**src/rtl/mem_stage_ctrl.sv**
```systemverilog
// mem_stage_ctrl: MEM pipeline stage with req/ready data-memory handshake, WB->MEM store forwarding and the MEM/WB register
//   Optional feature macro: MEM_TIMEOUT_EN (aborts a WAIT after TIMEOUT_CYCLES cycles and sets sticky mem_err)
//   Ports: clk, rst_n (sync, active-low)
//          in_*           EX/MEM register outputs (address/result, store data, control, dst/rt regs)
//          wb_*           WB stage write port used as the store-data forward source
//          mem_*          data memory request side (req/we/addr/wdata out, rdata/ready in)
//          mem_stall      freezes the upstream pipeline; mem_err sticky timeout; stall_cycles saturating count
//          out_*          registered MEM/WB outputs to WB
module mem_stage_ctrl #(
    parameter int TIMEOUT_CYCLES = 64
) (
    input  logic        clk,
    input  logic        rst_n,
    input  logic [15:0] in_ALU_result,
    input  logic [15:0] in_SW_data,
    input  logic        in_MemWrite,
    input  logic        in_MemRead,
    input  logic        in_MemToReg,
    input  logic        in_RegWrite,
    input  logic        in_HLT,
    input  logic [3:0]  in_DstReg,
    input  logic [3:0]  in_RT,
    input  logic        wb_RegWrite,
    input  logic [3:0]  wb_DstReg,
    input  logic [15:0] wb_data,
    output logic        mem_req,
    output logic        mem_we,
    output logic [15:0] mem_addr,
    output logic [15:0] mem_wdata,
    input  logic [15:0] mem_rdata,
    input  logic        mem_ready,
    output logic        mem_stall,
    output logic        mem_err,
    output logic [15:0] stall_cycles,
    output logic [15:0] out_ALU_result,
    output logic [15:0] out_Mem_data,
    output logic        out_MemToReg,
    output logic        out_RegWrite,
    output logic        out_HLT,
    output logic [3:0]  out_DstReg
);
    typedef enum logic {IDLE, WAIT} state_t;
    state_t      state;
    logic [15:0] wdata_hold;
    logic [15:0] store_data;
    logic        memop;
    logic        fwd;
    logic        adv;
    logic        tmo;
    if (TIMEOUT_CYCLES < 1) begin : g_bad_timeout
        $error("TIMEOUT_CYCLES must be at least 1");
    end
    assign memop      = in_MemRead | in_MemWrite;
    assign fwd        = in_MemWrite & wb_RegWrite & (wb_DstReg == in_RT) & (wb_DstReg != 4'd0);
    assign store_data = fwd ? wb_data : in_SW_data;
    // WAIT keeps the request up from the frozen EX/MEM values; a timed-out WAIT drops it
    assign mem_req    = rst_n & ((state == WAIT) ? ~tmo : memop);
    assign mem_we     = mem_req & in_MemWrite;
    assign mem_addr   = mem_req ? in_ALU_result : 16'd0;
    assign mem_wdata  = mem_req ? ((state == WAIT) ? wdata_hold : store_data) : 16'd0;
    assign mem_stall  = mem_req & ~mem_ready;
    assign adv        = ~mem_stall;
`ifdef MEM_TIMEOUT_EN
    localparam logic [15:0] TMO = 16'(TIMEOUT_CYCLES);
    logic [15:0] wait_cnt;
    // wait_cnt reaches TMO only after TIMEOUT_CYCLES stalled WAIT cycles; that next cycle is the abort cycle
    assign tmo = (state == WAIT) && (wait_cnt == TMO);
`else
    assign tmo     = 1'b0;
    assign mem_err = 1'b0;
`endif
    always_ff @(posedge clk) begin
        if (!rst_n) begin
            state          <= IDLE;
            wdata_hold     <= 16'd0;
            stall_cycles   <= 16'd0;
            out_ALU_result <= 16'd0;
            out_Mem_data   <= 16'd0;
            out_MemToReg   <= 1'b0;
            out_RegWrite   <= 1'b0;
            out_HLT        <= 1'b0;
            out_DstReg     <= 4'd0;
`ifdef MEM_TIMEOUT_EN
            wait_cnt       <= 16'd0;
            mem_err        <= 1'b0;
`endif
        end else begin
            stall_cycles <= (mem_stall && stall_cycles != 16'hFFFF) ? stall_cycles + 16'd1 : stall_cycles;
            if (state == IDLE) begin
                if (memop && !mem_ready) begin
                    state      <= WAIT;
                    wdata_hold <= store_data;
                end
            end else if (mem_ready || tmo) begin
                state <= IDLE;
            end
            // stalled cycles load a bubble; an aborted op passes through with RegWrite suppressed
            out_ALU_result <= in_ALU_result;
            out_DstReg     <= in_DstReg;
            out_RegWrite   <= adv & in_RegWrite & ~tmo;
            out_MemToReg   <= adv & in_MemToReg;
            out_HLT        <= out_HLT | (adv & in_HLT);
            if (mem_req && mem_ready && !in_MemWrite) out_Mem_data <= mem_rdata;
`ifdef MEM_TIMEOUT_EN
            wait_cnt <= (state == WAIT && !mem_ready) ? wait_cnt + 16'd1 : 16'd0;
            mem_err  <= mem_err | (state == WAIT && !mem_ready && wait_cnt == TMO - 16'd1);
`endif
        end
    end
endmodule

```
**config.mk**
```make
export PLATFORM = sky130hd
export DESIGN_NAME = mem_stage_ctrl
export DESIGN_NICKNAME = d
export VERILOG_FILES = /design/src/rtl/mem_stage_ctrl.sv
export SDC_FILE = /design/constraint.sdc
export NUM_CORES = 1
export LEC_CHECK = 0
export CAP_MARGIN = 20
export CORE_MARGIN = 1
export CORE_UTILIZATION = 42
export CTS_CLUSTER_DIAMETER = 120
export DETAILED_ROUTE_END_ITERATION = 10
export PLACE_DENSITY_LB_ADDON = 0.3
export SYNTH_ARGS = -nofsm -noshare
export SYNTH_HDL_FRONTEND = slang
export SYNTH_SLANG_ARGS = --single-unit
```
**constraint.sdc**
```tcl
create_clock -name clk -period 3.5 [get_ports clk]
set_clock_uncertainty 0.1 [all_clocks]
set_input_delay 0.35 -clock clk [delete_from_list [all_inputs] [get_ports clk]]
set_output_delay 0.35 -clock clk [all_outputs]
set_load 0.005 [all_outputs]
```
After elaboration in Yosys (flattened, before gate mapping)
Cells that the tools add are included.
- output and inout port bits: 91
- register bits: 72
- $add $sub $neg: 1
- equality and inequality tests: 2
- bitwise gates (word level): 14
- multiplexer cells: 8
- reduce and logical (&&, ||, !) cells: 8
- operators with widths (kind ; number):
    2-to-1 mux 16 bit ; 4
    adder 16 x 1 -> 16 bit, second input constant ; 1
    != test 16 bit, second input constant ; 1
    bitwise AND 1 bit ; 9
    equality test 4 bit ; 1
    logical AND 1 bit ; 4
    2-to-1 mux 1 bit ; 4
    nonzero test 4 bit ; 1
    NOT 1 bit ; 3
    logical NOT 1 bit ; 2
    OR 1 bit ; 2
    AND reduction 2 bit ; 1

Logic depth before layout (Yosys ltp)
- word-level depth: 7
- gate-level depth with buffers: 8
- mapped depth without buffers: 6

Least setup slack after synthesis
OpenSTA, ideal clock, no wires.
- kind: input -> output
- start: input port in_RT[2]
- end: output port mem_wdata[10]
- path buffers: 2
- setup slack: 1520 ps
- stages on the path: 6
- arrival time: 1530 ps
- data required time: 3050 ps
- cells stage by stage: xnor2_1 -> and4_1 -> clkbuf_1 -> clkbuf_1 -> nand4_1 -> a31oi_1
- longest elaborated chain between the ends: 6
- RTL lines (element ; line ; RTL):
    start: declaration ; 22 ; input logic [3:0] in_RT,
    equality test 4 bit ; 54 ; assign fwd = in_MemWrite & wb_RegWrite & (wb_DstReg == in_RT) & (wb_DstReg != 4'd0);
    bitwise AND 1 bit (2 in a row) ; 54 ;
    2-to-1 mux 16 bit ; 55 ; assign store_data = fwd ? wb_data : in_SW_data;
    2-to-1 mux 16 bit (2 in a row) ; 60 ; assign mem_wdata = mem_req ? ((state == WAIT) ? wdata_hold : store_data) : 16'd0;
    end: declaration ; 29 ; output logic [15:0] mem_wdata,
No other way between the ends.

Final worst setup path
- start: input port wb_DstReg[2]
- end: output port mem_wdata[6]
- longest elaborated chain between the ends: 6
- elaborated cells on any way between the ends: 7
- those cells by class: eq/ne (1); mux (3); bitwise (2); reduce/logical (1)
- RTL lines (element ; line ; RTL):
    start: declaration ; 24 ; input logic [3:0] wb_DstReg,
    equality test 4 bit ; 54 ;
    bitwise AND 1 bit ; 54 ;
    bitwise AND 1 bit (*) ; 54 ;
    2-to-1 mux 16 bit (*) ; 55 ;
    2-to-1 mux 16 bit (*) (2 in a row) ; 60 ;
Mark *: on every way between the ends. The rest lies on a longest branch, timed or not.

==> impl_metrics.ini <==
[layout]
final_util_pct = 71.12
n_fill_cell = 583
post-route-cell-area_mm2 = 0.005241
area_growth_pct = 60.56
final_common_cell = clkdlybuf4s50_1
final_cells = 654
layout_common_cells = 173 x clkdlybuf4s50_1, 72 x dfxtp_1, 45 x nand2_1, 33 x o21ai_0, 32 x a31oi_1
antennaDiodeCount = 0
drive_gt1_share_pct = 5.405
nets = 636

[critical_path]
crit_fanout = 16
r2r_cells = 5
cp_common_cell = clkdlybuf4s50_1
critical_path_class = primary input to primary output
slowest_delay_ns = 0.63
path_cells = clkdlybuf4s50_1 -> xnor2_1 -> and4_1 -> nand4_1 -> a31oi_1 -> clkdlybuf4s50_1
setup.worst_path.end_class = primary output
crit_path_start_kind = primary input
critPathSlowestCell = and4_1
arrival_ns = 2.68
critical_path_required_ns = 3.05

[pwr]
ir_drop_uv = 274.3
p_int_mw = 1.417
power.density_mw_per_mm2 = 359.9
p_comb_share_pct = 19.0
power.leakage_nw = 1.826
clockPowerShare_pct = 34.6
p_sw_uw = 469.3
p_seq_share_pct = 46.4
switching_share_pct = 24.88

[synth]
synth.mux.area_fraction_pct = 2.146
synthFlopType = dfxtp_1
synthXorXnorAreaFrac_pct = 0.8049
synth_seq_cells = 72
ys_warn_count = 0
async_flop_share_pct = 0
synth_cell_types = 39
synthCells = 392
syn_area_mm2 = 0.003264
yosysSeqAreaShare_pct = 44.15
yosys.area_share.simple_pct = 24.68
synth_nets = 478
yosys.area_share.adder_pct = 0.3833
synth_edf_count = 0
avgSynthCellArea_um2 = 8.328
synth-compound-area-share_pct = 22.35
synth_top_family_by_area = simple AND/OR/NAND/NOR gates

[sta]
slew_viol_final = 0
setup-tns-final_ns = 0
worstMarginPinSlew_ns = 0.9754
holdWs_ns = 0.3602
setup_violations = 0
hold_viol_final = 0
timing.final.crit_share_pct = 89.50
rsz0062_at_grt = no
max_freq_ghz = 0.3192
min_period_ns = 3.133
maxSlewHeadroom_pct = 34.62

[clocking]
root_buffer = clkbuf_8
cts_buffers = 9
htreeDepth = 3
cts_resized = 0
clk_latency_ns = 0.33
clk_pin_slew_ns = 0.07
cts_buffer_depth = 2
cts_tree = done
cts.sinks = 72
cts-hold-fix-buffers = 0
postCtsSetupBuffers = 0

[placed_design]
post-dp-hpwl_mm = 7.283
io_buffers = 174
dpl-instance-area_mm2 = 0.005044
gp_congestion = 0.8205
dp.cells = 638

[routing]
totalWireLength_mm = 10.02
ant_nets = 0
drc = 0
vias = 3595
post_drt_wl_per_cell_um = 15.33
first_pass_iters = 6
viasPerCell = 5.497
drt_iter0_drc = 189

[die]
die_area_mm2 = 0.008129
io_pins = 176
chipHeight_um = 90.16
start_util_pct = 44.30
fp.dieW_um = 90.16
num_rows = 31
core_region_area_mm2 = 0.007370

[global_route]
grt_overflow_total = 0
antenna_found_initial = 0
grt_pass1_vias = 3352
track_usage_pct = 24.67
grt_use_met3_pct = 5.415
grt.busiest_layer = met2
grt_start_max_net_pins = 59
grt_util_met2_pct = 41.92
use_met1_pct = 30.05
grt_pass1_wl_mm = 16.39

[hold_path]
holdPathStages = 2
hold_path_class = flop to flop

[job]
drv_cap = 0

[status]
status = finished clean
-- Yosys cell counts, drive strengths merged, types with 4 or more instances --
cell	instances	area, um2
dfxtp	72	1441
nand2	45	168.9
o21ai	33	165.2
a31oi	32	200.2
clkbuf	28	105.1
a21oi	22	110.1
and2	21	131.4
nand4	21	137.6
o31ai	21	157.7
nor2b	16	100.1
inv	9	33.78
nand2b	8	50.05
mux2i	7	70.07
nor3	7	35.03
buf	5	36.28
nor2	5	18.77
nor4	5	31.28
or4	5	41.29
nand3	4	20.02
o311ai	4	35.03
o41ai	4	35.03
-- routing by layer --
| layer | vias to the layer above | wire length [um] | share of wire, % |
|---|---|---|---|
| met1 | 1654 | 4191 | 42 |
| met5 | - | 0 | 0 |
| met3 | 17 | 718 | 7.2 |
| met4 | 0 | 198 | 2.0 |
| met2 | 173 | 4915 | 49 |
| li1 | 1751 | - | - |
-- cells by family (layout without fill, tap and decap cells) --
family | count (synthesis) | count (layout)
AOI/OAI and AO/OA | 119 | 119
xor gates and xnor gates | 3 | 3
adders and majority gates | 1 | 1
buffers and inverters | 42 | 205
DFF | 72 | 72
muxes | 7 | 7
other | 1 | 1
and+or+nand+nor | 147 | 147
-- area by class of cell --
class | count | area (um2) | share of cell area (%)
Clock inverter | 5 | 56.30 | 1.074
Multi-Input combinational cell | 278 | 1663 | 31.73
Timing Repair Buffer | 180 | 1782 | 33.99
Inverter | 9 | 33.78 | 0.6445
Sequential cell | 72 | 1441 | 27.50
Clock buffer | 11 | 141.4 | 2.698
Tap cell | 99 | 123.9 | 2.363
-- per-stage QoR --
step	worst slack [ns]	power (mW)
global placement	0.4797	1.242
global route	0.2318	1.986
floorplan	1.520	1.026
finish	0.3674	1.886
detailed placement	0.4214	1.250
CTS	0.3883	1.904
-- power groups by stage --
stage          sequential (mW)  clock, mW  combinational (mW)
3_5_place_dp             0.893          0               0.357
5_1_grt                  0.879      0.721               0.386
6_report                 0.875      0.653               0.358
2_1_floorplan            0.893          0               0.133
4_1_cts                  0.875      0.671               0.359
3_3_place_gp             0.893          0               0.349
-- critical path, delay by kind of cell --
family | cells | cell delay (ns)
buf+inv | 2 | 0.97
simple gates | 2 | 0.86
xor+xnor | 1 | 0.25
compound gates | 1 | 0.25
-- worst paths after layout --
check                                        to                           from  slack (ns)
hold reg to reg   out_Mem_data[13]$_SDFFE_PN0P_  out_Mem_data[13]$_SDFFE_PN0P_        0.36
hold / removal    out_Mem_data[13]$_SDFFE_PN0P_  out_Mem_data[13]$_SDFFE_PN0P_        0.36
setup reg to reg   out_Mem_data[2]$_SDFFE_PN0P_               state$_SDFF_PN0_        1.19
setup / recovery                   mem_wdata[6]                   wb_DstReg[2]        0.37
-- state kept, by name, indices dropped and copies added, names as in the netlist --
| signal | cells |
|---|---|
| out_DstReg | 4 |
| state | 1 |
| stall_cycles | 16 |
| out_ALU_result | 16 |
| out_HLT | 1 |
| wdata_hold | 16 |
| out_RegWrite | 1 |
| out_MemToReg | 1 |
| out_Mem_data | 16 |
Power figures use the tool's default switching activity.
